--- src/rtl/pipeline_interlock_ctrl_pkg.sv ---
// Shared types and constants for the pipeline interlock controller.
package pipe_ctrl_pkg;

  localparam int REG_W = 5;
  localparam logic [31:0] NOP_INST = 32'h6800_0000;

  typedef enum logic {
    RUN     = 1'b0,
    MC_WAIT = 1'b1
  } state_t;

endpackage

--- src/rtl/pipeline_interlock_ctrl_if.sv ---
// Hazard inputs and stall/bubble/flush outputs between the pipeline and its interlock controller.
// Optional statistics counters appear when INTERLOCK_STATS_EN is defined.
import pipe_ctrl_pkg::*;

interface pipeline_interlock_ctrl_if;

  logic [REG_W-1:0] RP1_OF;
  logic [REG_W-1:0] RP2_OF;
  logic             use_RP1_OF;
  logic             use_RP2_OF;
  logic             is_Ld_ALU;
  logic             isWb_ALU;
  logic [REG_W-1:0] rd_ALU;
  logic             is_Mc_ALU;
  logic             isBranchTaken_ALU;

  logic             stall_PC;
  logic             stall_IFOF;
  logic             stall_OFALU;
  logic             bubble_OFALU;
  logic             flush_IFOF;
  logic             mc_done;
  logic             mc_busy;
  logic [31:0]      nop_inst;

`ifdef INTERLOCK_STATS_EN
  logic [31:0]      stat_ldstall;
  logic [31:0]      stat_mcstall;
  logic [31:0]      stat_flush;

  modport master (
    output RP1_OF, RP2_OF, use_RP1_OF, use_RP2_OF, is_Ld_ALU, isWb_ALU, rd_ALU,
           is_Mc_ALU, isBranchTaken_ALU,
    input  stall_PC, stall_IFOF, stall_OFALU, bubble_OFALU, flush_IFOF, mc_done, mc_busy,
           nop_inst, stat_ldstall, stat_mcstall, stat_flush
  );

  modport slave (
    input  RP1_OF, RP2_OF, use_RP1_OF, use_RP2_OF, is_Ld_ALU, isWb_ALU, rd_ALU,
           is_Mc_ALU, isBranchTaken_ALU,
    output stall_PC, stall_IFOF, stall_OFALU, bubble_OFALU, flush_IFOF, mc_done, mc_busy,
           nop_inst, stat_ldstall, stat_mcstall, stat_flush
  );
`else
  modport master (
    output RP1_OF, RP2_OF, use_RP1_OF, use_RP2_OF, is_Ld_ALU, isWb_ALU, rd_ALU,
           is_Mc_ALU, isBranchTaken_ALU,
    input  stall_PC, stall_IFOF, stall_OFALU, bubble_OFALU, flush_IFOF, mc_done, mc_busy,
           nop_inst
  );

  modport slave (
    input  RP1_OF, RP2_OF, use_RP1_OF, use_RP2_OF, is_Ld_ALU, isWb_ALU, rd_ALU,
           is_Mc_ALU, isBranchTaken_ALU,
    output stall_PC, stall_IFOF, stall_OFALU, bubble_OFALU, flush_IFOF, mc_done, mc_busy,
           nop_inst
  );
`endif

endinterface

--- src/rtl/pipeline_interlock_ctrl_hazard_match.sv ---
// Load-use hazard detect: ALU-stage load whose destination is read by the OF-stage instruction.
import pipe_ctrl_pkg::*;

module hazard_match (
  input  logic [REG_W-1:0] rp1,
  input  logic [REG_W-1:0] rp2,
  input  logic             use_rp1,
  input  logic             use_rp2,
  input  logic             is_ld,
  input  logic             is_wb,
  input  logic [REG_W-1:0] rd,
  output logic             hit
);

  // r0 gets no special treatment; a load into r0 still interlocks.
  assign hit = is_ld & is_wb & ((use_rp1 & (rp1 == rd)) | (use_rp2 & (rp2 == rd)));

endmodule

--- src/rtl/pipeline_interlock_ctrl.sv ---
// Pipeline interlock controller: load-use bubble, multi-cycle ALU hold, taken-branch flush.
// Define INTERLOCK_STATS_EN to add load-use / multi-cycle / flush event counters.
import pipe_ctrl_pkg::*;

module pipeline_interlock_ctrl #(
  parameter int          MC_LATENCY = 4,
  parameter logic [31:0] NOP_INST   = pipe_ctrl_pkg::NOP_INST
) (
  input logic                      clk,
  input logic                      rst,
  pipeline_interlock_ctrl_if.slave bus
);

  // state   | meaning
  // RUN     | normal flow; branch flush, multi-cycle entry or load-use bubble
  // MC_WAIT | multi-cycle ALU op in progress; mc_cnt counts down to the done cycle

  localparam int CNT_W = $clog2(MC_LATENCY);

  state_t           state;
  logic [CNT_W-1:0] mc_cnt;
  logic             ld_hit;
  logic             mc_last;

  logic             stall_pc_c;
  logic             stall_ifof_c;
  logic             stall_ofalu_c;
  logic             bubble_c;
  logic             flush_c;
  logic             done_c;
  logic             busy_c;

  hazard_match u_hazard_match (
    .rp1     (bus.RP1_OF),
    .rp2     (bus.RP2_OF),
    .use_rp1 (bus.use_RP1_OF),
    .use_rp2 (bus.use_RP2_OF),
    .is_ld   (bus.is_Ld_ALU),
    .is_wb   (bus.isWb_ALU),
    .rd      (bus.rd_ALU),
    .hit     (ld_hit)
  );

  assign mc_last = (state == MC_WAIT) && (mc_cnt == '0);

  always_ff @(posedge clk or posedge rst) begin
    if (rst) begin
      state  <= RUN;
      mc_cnt <= '0;
    end else begin
      case (state)
        RUN: begin
          if (!bus.isBranchTaken_ALU && bus.is_Mc_ALU) begin
            state  <= MC_WAIT;
            mc_cnt <= CNT_W'(MC_LATENCY - 2);
          end
        end
        MC_WAIT: begin
          if (mc_cnt == '0) state <= RUN;
          else              mc_cnt <= mc_cnt - 1'b1;
        end
        default: state <= RUN;
      endcase
    end
  end

  // Outputs act on the pipe registers in the same cycle, so they are decoded, not registered.
  always_comb begin
    stall_pc_c    = 1'b0;
    stall_ifof_c  = 1'b0;
    stall_ofalu_c = 1'b0;
    bubble_c      = 1'b0;
    flush_c       = 1'b0;
    done_c        = 1'b0;
    busy_c        = 1'b0;
    if (!rst) begin
      case (state)
        RUN: begin
          if (bus.isBranchTaken_ALU) begin
            flush_c  = 1'b1;
            bubble_c = 1'b1;
          end else if (bus.is_Mc_ALU) begin
            stall_pc_c    = 1'b1;
            stall_ifof_c  = 1'b1;
            stall_ofalu_c = 1'b1;
          end else if (ld_hit) begin
            stall_pc_c   = 1'b1;
            stall_ifof_c = 1'b1;
            bubble_c     = 1'b1;
          end
        end
        MC_WAIT: begin
          busy_c = 1'b1;
          if (mc_last) begin
            done_c = 1'b1;
          end else begin
            stall_pc_c    = 1'b1;
            stall_ifof_c  = 1'b1;
            stall_ofalu_c = 1'b1;
          end
        end
        default: ;
      endcase
    end
  end

  assign bus.stall_PC     = stall_pc_c;
  assign bus.stall_IFOF   = stall_ifof_c;
  assign bus.stall_OFALU  = stall_ofalu_c;
  assign bus.bubble_OFALU = bubble_c;
  assign bus.flush_IFOF   = flush_c;
  assign bus.mc_done      = done_c;
  assign bus.mc_busy      = busy_c;
  assign bus.nop_inst     = NOP_INST;

`ifdef INTERLOCK_STATS_EN
  logic [31:0] stat_ld_q;
  logic [31:0] stat_mc_q;
  logic [31:0] stat_fl_q;

  // A bubble without a flush can only come from the load-use path.
  always_ff @(posedge clk or posedge rst) begin
    if (rst) begin
      stat_ld_q <= '0;
      stat_mc_q <= '0;
      stat_fl_q <= '0;
    end else begin
      if (bubble_c && !flush_c) stat_ld_q <= stat_ld_q + 32'd1;
      if (stall_ofalu_c)        stat_mc_q <= stat_mc_q + 32'd1;
      if (flush_c)              stat_fl_q <= stat_fl_q + 32'd1;
    end
  end

  assign bus.stat_ldstall = stat_ld_q;
  assign bus.stat_mcstall = stat_mc_q;
  assign bus.stat_flush   = stat_fl_q;
`endif

endmodule
--- src/flat_wrapper.sv ---
// flat-port wrapper written by rule: the top's interface ports become plain ports
module pipeline_interlock_ctrl_flat 
#(
  parameter int          MC_LATENCY = 4,
  parameter logic [31:0] NOP_INST   = pipe_ctrl_pkg::NOP_INST
)
  (clk, rst, bus_RP1_OF, bus_RP2_OF, bus_use_RP1_OF, bus_use_RP2_OF, bus_is_Ld_ALU, bus_isWb_ALU, bus_rd_ALU, bus_is_Mc_ALU, bus_isBranchTaken_ALU, bus_stall_PC, bus_stall_IFOF, bus_stall_OFALU, bus_bubble_OFALU, bus_flush_IFOF, bus_mc_done, bus_mc_busy, bus_nop_inst);
  pipeline_interlock_ctrl_if bus_i ();
  input logic clk;
  input logic rst;
  input wire logic [$bits(bus_i.RP1_OF)-1:0] bus_RP1_OF;
  input wire logic [$bits(bus_i.RP2_OF)-1:0] bus_RP2_OF;
  input wire logic [$bits(bus_i.use_RP1_OF)-1:0] bus_use_RP1_OF;
  input wire logic [$bits(bus_i.use_RP2_OF)-1:0] bus_use_RP2_OF;
  input wire logic [$bits(bus_i.is_Ld_ALU)-1:0] bus_is_Ld_ALU;
  input wire logic [$bits(bus_i.isWb_ALU)-1:0] bus_isWb_ALU;
  input wire logic [$bits(bus_i.rd_ALU)-1:0] bus_rd_ALU;
  input wire logic [$bits(bus_i.is_Mc_ALU)-1:0] bus_is_Mc_ALU;
  input wire logic [$bits(bus_i.isBranchTaken_ALU)-1:0] bus_isBranchTaken_ALU;
  output wire logic [$bits(bus_i.stall_PC)-1:0] bus_stall_PC;
  output wire logic [$bits(bus_i.stall_IFOF)-1:0] bus_stall_IFOF;
  output wire logic [$bits(bus_i.stall_OFALU)-1:0] bus_stall_OFALU;
  output wire logic [$bits(bus_i.bubble_OFALU)-1:0] bus_bubble_OFALU;
  output wire logic [$bits(bus_i.flush_IFOF)-1:0] bus_flush_IFOF;
  output wire logic [$bits(bus_i.mc_done)-1:0] bus_mc_done;
  output wire logic [$bits(bus_i.mc_busy)-1:0] bus_mc_busy;
  output wire logic [$bits(bus_i.nop_inst)-1:0] bus_nop_inst;
  assign bus_i.RP1_OF = bus_RP1_OF;
  assign bus_i.RP2_OF = bus_RP2_OF;
  assign bus_i.use_RP1_OF = bus_use_RP1_OF;
  assign bus_i.use_RP2_OF = bus_use_RP2_OF;
  assign bus_i.is_Ld_ALU = bus_is_Ld_ALU;
  assign bus_i.isWb_ALU = bus_isWb_ALU;
  assign bus_i.rd_ALU = bus_rd_ALU;
  assign bus_i.is_Mc_ALU = bus_is_Mc_ALU;
  assign bus_i.isBranchTaken_ALU = bus_isBranchTaken_ALU;
  assign bus_stall_PC = bus_i.stall_PC;
  assign bus_stall_IFOF = bus_i.stall_IFOF;
  assign bus_stall_OFALU = bus_i.stall_OFALU;
  assign bus_bubble_OFALU = bus_i.bubble_OFALU;
  assign bus_flush_IFOF = bus_i.flush_IFOF;
  assign bus_mc_done = bus_i.mc_done;
  assign bus_mc_busy = bus_i.mc_busy;
  assign bus_nop_inst = bus_i.nop_inst;
  pipeline_interlock_ctrl #(.MC_LATENCY(MC_LATENCY), .NOP_INST(NOP_INST)) u_core (.clk(clk), .rst(rst), .bus(bus_i));
endmodule
--- config.mk ---
export PLATFORM = sky130hd
export DESIGN_NAME = pipeline_interlock_ctrl_flat
export DESIGN_NICKNAME = d
export VERILOG_FILES = /design/src/rtl/pipeline_interlock_ctrl_pkg.sv /design/src/rtl/pipeline_interlock_ctrl_if.sv /design/src/rtl/pipeline_interlock_ctrl_hazard_match.sv /design/src/rtl/pipeline_interlock_ctrl.sv /design/src/flat_wrapper.sv
export SDC_FILE = /design/constraint.sdc
export NUM_CORES = 1
export LEC_CHECK = 0
export CAP_MARGIN = 20
export CORE_UTILIZATION = 28
export CTS_CLUSTER_DIAMETER = 200
export CTS_CLUSTER_SIZE = 24
export DETAILED_ROUTE_END_ITERATION = 6
export PLACE_DENSITY = 0.8
export SETUP_SLACK_MARGIN = 0.2
export SLEW_MARGIN = 20
export SYNTH_ARGS = -nofsm -noshare
export SYNTH_HDL_FRONTEND = slang
export SYNTH_SLANG_ARGS = --single-unit
--- constraint.sdc ---
create_clock -name clk -period 1.6 [get_ports clk]
set_input_delay 0.24 -clock clk [delete_from_list [all_inputs] [get_ports clk]]
set_output_delay 0.24 -clock clk [all_outputs]
set_load 0.005 [all_outputs]
# [Yosys cells after proc, flatten, opt, wreduce, memory -nomap -nowiden]
# Cells that the tools add are included.
[word_totals] reg_bits=3 word_cells=46
[classes] add_sub_neg=1 eq_ne=4 muxes=28 n_bitwise=6 n_reduce_logical=5
[ops] op="$mux 1" count=22
[ops] op="$eq 5x5->1" count=2
[ops] op="$pmux 1 s2" count=3
[ops] op="$and 1x1->1" count=4
[ops] op="$mux 2" count=2
[ops] op="$pmux 2 s2" count=1
[ops] op="$logic_and 1x1->1" count=2
[ops] op="$logic_not 2->1" count=1
[ops] op="$ne 2x1->1 const B" count=1
[ops] op="$ne 2x2->1 const B" count=1
[ops] op="$reduce_and 2->1" count=1
[ops] op="$sub 2x1->2 const B" count=1
[ops] op="$logic_not 1->1" count=1
[ops] op="$not 1->1" count=1
[ops] op="$or 1x1->1" count=1

# [Longest topological paths before layout]
[depth] word_depth=9 depth_mapped=6 mapped_depth_nobuf=5

# [Hierarchy]
# From an unflattened synthesis, not the netlist that was laid out.
[hier_totals] cells_unflattened=72 hier_area_um2=591.8
[by_module_without_submodules] mod="pipeline_interlock_ctrl" n_inst=1 cells_each=57 area_per_inst_um2=473.0
[by_module_without_submodules] mod="hazard_match" n_inst=1 cells_each=15 area_per_inst_um2=118.9

# [Worst setup path before layout]
# OpenSTA, ideal clock, no wires.
[synth_path] path_type="flip-flop to output port" from="register u_core.mc_cnt[0]" to="output port bus_stall_PC" arrival_time_ns=1.193 required_time_ns=1.360 slack_ns=0.167 path_stages_with_launch=7 path_cell_list="dfrtp_1 > inv_1 > ha_1 > nor2b_1 > a21oi_1 > o22ai_1 > buf_4"
[synth_via] elab_chain_cells=5
[synth_lines] element="from (decl)" line_no="pipeline_interlock_ctrl.sv:21" rtl="logic [CNT_W-1:0] mc_cnt;"
[synth_lines] element="from (signal assigned)" line_no="pipeline_interlock_ctrl.sv:55" rtl="mc_cnt <= CNT_W'(MC_LATENCY - 2);"
[synth_lines] element="from (signal assigned)" line_no="pipeline_interlock_ctrl.sv:60" rtl="else mc_cnt <= mc_cnt - 1'b1;"
[synth_lines] element="$logic_not 2->1" line_no="pipeline_interlock_ctrl.sv:44" rtl="assign mc_last = (state == MC_WAIT) && (mc_cnt == '0);"
[synth_lines] element="$logic_and 1x1->1" line_no="pipeline_interlock_ctrl.sv:44"
[synth_lines] element="$mux 1"
[synth_lines] element="$pmux 1 s2"
[synth_lines] element="$mux 1"
[synth_lines] element="to (decl)" line_no="flat_wrapper.sv:20" rtl="output wire logic [$bits(bus_i.stall_PC)-1:0] bus_stall_PC;"
# No other way between the ends.

# [Worst setup path in the final report]
[layout_path] from="register u_core.state" to="output port bus_bubble_OFALU"
[layout_via] elab_chain_cells=2
[layout_lines] element="from (decl)" line_no="pipeline_interlock_ctrl.sv:20" rtl="state_t state;"
[layout_lines] element="from (signal assigned)" line_no="pipeline_interlock_ctrl.sv:48" rtl="state <= RUN;"
[layout_lines] element="from (signal assigned)" line_no="pipeline_interlock_ctrl.sv:54" rtl="state <= MC_WAIT;"
[layout_lines] element="from (signal assigned)" line_no="pipeline_interlock_ctrl.sv:59" rtl="if (mc_cnt == '0) state <= RUN;"
[layout_lines] element="$mux 1" line_no="pipeline_interlock_ctrl.sv:77" rtl="case (state)"
[layout_lines] element="$mux 1" line_no="pipeline_interlock_ctrl.sv:76" rtl="if (!rst) begin"
[layout_lines] element="to (decl)" line_no="flat_wrapper.sv:23" rtl="output wire logic [$bits(bus_i.bubble_OFALU)-1:0] bus_bubble_OFALU;"
# No other way between the ends.

==> impl_metrics.csv <==
group,metric,value,unit
global_routing,grt_first_pass_wirelength,1.704,mm
clocking,clkTransAtPathRegs,0.04,ns
layout,finish.instance_area,903.4,um^2
setup_path,crit_arrival,1.40,ns
layout,post_route_cells_drive_above_1_share,34.19,%
global_routing,number_of_antenna_violations_at_the_first_check_in_global_routing,0,
sta,setup_viol,1,
placement,routabilityCongestion,0.6457,
clocking,max-clock-path-buffers,2,
synthesis,yosys_warnings,0,
layout,design.final.nets,142,
setup_path,setup.reg_to_reg.worst_slack,0.20,ns
placement,dp_hpwl,950.2,um
layout,fillCellCount,208,
clocking,cts_max_level,1,
routing,detail_route.vias_per_cell,3.674,
routing,antenna_left,0,
routing,drc,0,
sta,final.period_utilization,102.3,%
power_and_ir_drop,total_power,861.7,uW
clocking,cts_made_buffers,3,
setup_path,r2r_cells,7,
setup_path,r2r_end,"u_core.mc_cnt[0]",
setup_path,maximum_cell_stage_delay_along_the_critical_path,0.41,ns
setup_path,worst_path_most_repeated_cell,"sky130_fd_sc_hd__buf_6",
clocking,worst_skew_pair.late_latency,0.23,ns
die,floorplan.core_area,1942,um^2
sta,layout_min_cycle_time,1.637,ns
synthesis,part_of_the_yosys_area_used_for_sequential_elements,13.10,%
setup_path,cp_top_family,"buffers and inverters",
sta,finClkSkew,0.0001433,ns
power_and_ir_drop,p_clk_share,15.2,%
power_and_ir_drop,fraction_of_power_spent_switching_nets,34.28,%
setup_path,setup.worst_path.end_class,"output port",
power_and_ir_drop,power.leakage,0.4748,nW
synthesis,syn_area,573.1,um^2
outcome,violated_checks,"setup timing",
layout,num_antenna_cells,0,
setup_path,path_depth,7,
die,rows,16,
synthesis,syn-instance-count,72,
setup_path,path_max_fanout,5,
global_routing,pin_count_of_the_biggest_net_entering_global_routing,6,
global_routing,grt.total_usage,11.29,%
setup_path,worstPathRequired,1.36,ns
sta,finalHoldViolations,0,
setup_path,cp.buffers_inverters,4,
sta,grt_setup_unrepaired,"true",
routing,drtPass1Iterations,3,
layout,final_util,46.52,%
setup_path,timing.rr.start,"u_core.mc_cnt[0]",
die,initial_standard_cell_utilization_of_the_core,29.51,%
flow_run,max_cap_viol_count,0,
clocking,cts.sink_count,3,
clocking,clock-root-buffer,"sky130_fd_sc_hd__clkbuf_4",
sta,final_critical_path_setup_slack,-0.03654,ns
power_and_ir_drop,cellPowerDensity,953.9,nW/um^2
setup_path,setup.worst_path.start_class,"flip-flop",
die,pin_count,62,
global_routing,gr-total-overflow,0,
die,die_width,47.24,um
clocking,cts_tree,"built",
routing,vias,529,
synthesis,count_of_different_cell_masters_after_synthesis,21,
synthesis,postSynthAreaPerCell,7.959,um^2
placement,port_buffers,29,
layout,final_cells,144,
routing,route.detailed.wl_per_inst,8.486,um
placement,dp.cells,134,
setup_path,critical_path.cell_chain,"nor2_2 > buf_4 > buf_6 > buf_6 > nand4b_1 > o21bai_1 > buf_2",
sta,fin_worst_hold_slack,0.1775,ns
outcome,outcome,"finished with violations",
power_and_ir_drop,share_seq_of_total_power,17.0,%
setup_path,critical_path.startpoint,"u_core.state",
power_and_ir_drop,p_comb_share,67.8,%
die,die_height,47.24,um
die,design.die.area,2232,um^2
global_routing,via_count_of_the_first_global_routing_pass,440,
power_and_ir_drop,peakVddDrop,0.3993,mV
power_and_ir_drop,cell_internal_pwr,566.3,uW
setup_path,crit_slowest_cell,"sky130_fd_sc_hd__dfrtp_1",
layout,areaGrowthSynthToFinish,57.64,%
placement,detailed_place.area,842.1,um^2
sta,fmax,0.6110,GHz
power_and_ir_drop,power_switching,295.4,uW
sta,total_count_of_max_transition_violations_in_the_final_report,0,
setup_path,type_of_the_worst_setup_path,"reg -> out",
routing,drt_wl_total,1.222,mm
hold_path,worst_hold_path_type,"in -> async",
routing,detail_route.iter0.violations,3,
synthesis,yosys_register_bits,3,
## through the flow
step                      worst slack [ns]  setup TNS, ns
after floorplan                     0.2427              0
final                             -0.03654       -0.03654
after detailed placement           -0.6546         -2.442
after global routing               -0.1253        -0.2866
after CTS                        -0.009183      -0.009183
after global placement             -0.6347         -2.323
## cell type report
class                      count  area (um^2)  share of cell area, %
multi-input combinational     62        392.9                  43.49
timing repair buffer          44        360.3                  39.89
sequential                     3        75.07                  8.310
tap                           27        33.78                  3.740
clock buffer                   4        26.28                  2.909
inverter                       4        15.01                  1.662
## cells in the mapped netlist, drive strengths merged
master   n  area share, %
a21oi    2            1.7
a22oi    1            1.3
a32oi    1            1.5
and2     3            3.3
buf     33             43
conb     2            1.3
dfrtp    3             13
ha       1            2.2
inv      4            2.6
mux2     1            2.0
nand4    1            1.1
nand4b   1            1.5
nor2     3            2.0
nor2b    2            2.2
nor4     2            3.3
o21bai   1            1.3
o22ai    1            1.1
xnor2    2            3.1
xor2     8             12
## cells by family after synthesis
| family | share of synthesized area (%) |
|---|---|
| DFF | 13.10 |
| adders and majority gates | 2.183 |
| buffers and inverters | 45.85 |
| xor gates and xnor gates | 15.28 |
| and+or+nand+nor | 13.32 |
| other | 1.311 |
| AOI/OAI and AO/OA | 6.989 |
| muxes | 1.965 |
## repair_timing
item,CTS,global route
hold buffers,0,0
endpoints found under the hold margin,0,0
setup buffers,4,2
pin swaps,13,1
gates resized for setup,52,12
setup endpoints to repair,7,6
## per-layer routing
metal	wire, um	part of all wire [%]	GRT usage [%]	up-vias
li1	-	-	-	254
met1	393	32	10.32	230
met2	716	59	22.19	45
met3	112	9.2	2.308	0
met4	0	0	6.857	0
met5	0	0	0	-
## worst register-to-register path, delay by kind of cell, from the launching register on
kind / cells / cell delay [ns]
buf+inv: 3 / 0.32
mux: 1 / 0.26
compound gates: 1 / 0.07
fa+ha+maj: 1 / 0.16
simple gates: 1 / 0.14
flops: 1 / 0.36
## worst max path at each step
stage,endpoint,slack [ns]
after global routing,bus_bubble_OFALU,-0.13
after detailed placement,bus_stall_IFOF,-0.65
final,bus_bubble_OFALU,-0.04
after global placement,bus_bubble_OFALU,-0.63
after CTS,bus_bubble_OFALU,-0.009
after floorplan,bus_stall_PC,0.24
## power by group through the flow
stage | registers (mW) | logic, mW | clock network [mW]
2_1_floorplan | 0.136 | 0.283 | 0
3_3_place_gp | 0.137 | 0.471 | 0
4_1_cts | 0.139 | 0.506 | 0.137
6_report | 0.147 | 0.584 | 0.131
3_5_place_dp | 0.140 | 0.486 | 0
5_1_grt | 0.152 | 0.643 | 0.150
## flip-flops by register name, indices dropped and copies added (netlist names)
| signal | count |
|---|---|
| u_core.mc_cnt | 2 |
| u_core.state | 1 |
## cell usage in the layout (no fill, tap or decap), types with 2 or more instances in the layout
cell type                         count
sky130_fd_sc_hd__inv_1                2
sky130_fd_sc_hd__xor2_1               7
sky130_fd_sc_hd__nor2_1               2
sky130_fd_sc_hd__buf_2                7
sky130_fd_sc_hd__dfrtp_1              3
sky130_fd_sc_hd__buf_4               12
sky130_fd_sc_hd__conb_1              32
sky130_fd_sc_hd__dlygate4sd2_1        8
sky130_fd_sc_hd__xnor2_1              2
sky130_fd_sc_hd__clkdlybuf4s50_1      8
sky130_fd_sc_hd__clkdlybuf4s15_1      3
sky130_fd_sc_hd__inv_2                2
sky130_fd_sc_hd__clkbuf_4             3
sky130_fd_sc_hd__and2_1               2
sky130_fd_sc_hd__clkbuf_2             2
sky130_fd_sc_hd__buf_6                4
Power figures use the tool's default switching activity.
==> variant (config.mk and constraints unchanged) <==
`MC_LATENCY` is set to 4 in 2 places; all go to 2.
--- a/src/rtl/pipeline_interlock_ctrl.sv
+++ b/src/rtl/pipeline_interlock_ctrl.sv
@@ -5,3 +5,3 @@
 module pipeline_interlock_ctrl #(
-  parameter int          MC_LATENCY = 4,
+  parameter int          MC_LATENCY = 2,
   parameter logic [31:0] NOP_INST   = pipe_ctrl_pkg::NOP_INST
--- a/src/flat_wrapper.sv
+++ b/src/flat_wrapper.sv
@@ -3,3 +3,3 @@
 #(
-  parameter int          MC_LATENCY = 4,
+  parameter int          MC_LATENCY = 2,
   parameter logic [31:0] NOP_INST   = pipe_ctrl_pkg::NOP_INST
Formal check against the unedited RTL: not equivalent (Yosys sat finds a counterexample within 4 cycles, from zero or initial values and one cycle with rst high).
==> variant against the unedited design <==
Worst setup slack better by 0.065 ns. Critical path depth stayed put. Wire length is 20% lower. Worst hold slack better by 0.13 ns. Synthesized area is 13% lower. Global-route usage is 1.7 points lower. Cell area is 24% lower. Sequential cell count is 2 lower. Synthesized cell count is 9.7% lower.
Power is left out: it rests on default switching activity, and per cell area and clock period it moved more than threefold.
==> variant: results <==
metrics = {
    "logic_synthesis": {
        "synthTopCellsByCount": "buf_4, xor2_1, nor2_1",
        "synthTopCellsByArea": "buf_4, xor2_1, dfrtp_1",
        "synth_flop_cell": "dfrtp_1",
        "synthCells": 65,
        "seq_area_frac_synth_pct": 5.000,
        "yosysUniqueCellTypes": 17,
    },
    "global_routing": {
        "grt_pass1_wl_um": 1483,
        "grt_max_degree": 5,
        "grtUsageTotal_pct": 9.564,
        "grt_pass1_vias": 376,
    },
    "critical_path": {
        "slowest_delay_ns": 0.39,
        "r2r_cells": 2,
        "critPathSlowestCell": "clkdlybuf4s50_1",
        "crit_arrival_ns": 1.33,
        "critPathMaxFanout": 2,
    },
    "cells_and_area": {
        "fill_cells": 175,
        "drive_above_1_share_pct": 25.26,
        "reg_top3": "u_core.state (1)",
        "stdcell_count": 119,
    },
    "status": {
        "status": "finished clean",
    },
    "detailed_routing": {
        "drtIter0Drc": 4,
        "detail_route.first_pass.iterations": 4,
        "wl_per_cell_um": 8.193,
    },
    "clocking": {
        "clk_pin_slew_worst_paths_ns": 0,
        "worstSkewPairLatency_ns": 0,
    },
    "sta": {
        "fin_skew_ns": 0,
    },
    "place": {
        "dp_hpwl_um": 911.2,
        "routabilityCongestion": 0.6145,
    },
}
[variant: repair_timing]
action	4_1_cts	5_1_grt
pin swaps	18	6
buffers inserted	2	0
hold buffers	0	0
setup endpoints to repair	7	4
gates resized for setup	76	4
[variant: critical path, delay by kind of cell]
| family | cells | cell delay, ns |
|---|---|---|
| buffers and inverters | 4 | 0.74 |
| AND/OR/NAND/NOR | 3 | 0.35 |
[variant: worst paths after layout]
check / slack, ns / end / start
min in group clk: 0.54 / u_core.state / u_core.state
min reg2reg: 0.54 / u_core.state / u_core.state
max in group asynchronous: 1.20 / u_core.state / rst
min: 0.31 / u_core.state / rst
max reg2reg: 0.93 / u_core.state / u_core.state
max: 0.03 / bus_stall_IFOF / bus_use_RP2_OF
[variant: area by class of cell]
| type | count | area [µm²] | area share, % |
|---|---|---|---|
| repair buffers | 34 | 274.0 | 39.82 |
| multi-input cells | 59 | 355.3 | 51.64 |
| well taps | 24 | 30.03 | 4.364 |
| flip-flops and latches | 1 | 25.02 | 3.636 |
| inverters | 1 | 3.754 | 0.5455 |
[variant: kinds of logic (layout without fill, tap and decap cells)]
logic type | Yosys count | after routing | share of synthesized area (%)
XOR/XNOR | 10 | 10 | 17.50
flip-flops | 1 | 1 | 4.999
AND/OR/NAND/NOR | 17 | 17 | 24.25
other | 2 | 32 | 1.501
buffers and inverters | 35 | 35 | 51.75
[variant: metrics by stage]
stage / worst slack, ns / area (µm²) / hold WS [ns] / utilization, %
final: 0.02813 / 688.2 / 0.3122 / 43.17
after global routing: -0.05279 / 688.2 / 0.3410 / 43.17
after CTS: 0.006298 / 691.9 / 0.3167 / 43.41
after detailed placement: -0.6320 / 700.7 / 0.5314 / 43.96
after global placement: -0.5636 / 700.7 / 0.5171 / 43.96
after floorplan: 0.3303 / 613.1 / -0.03129 / -
[variant: metal layers]
layer  global-route usage (%)  vias up  wire length [µm]
met2                    20.88       43               516
met5                        0        -                 0
met4                        0        0                 0
li1                         -      203                 -
met1                    9.828      193               306
met3                    1.224        0               151
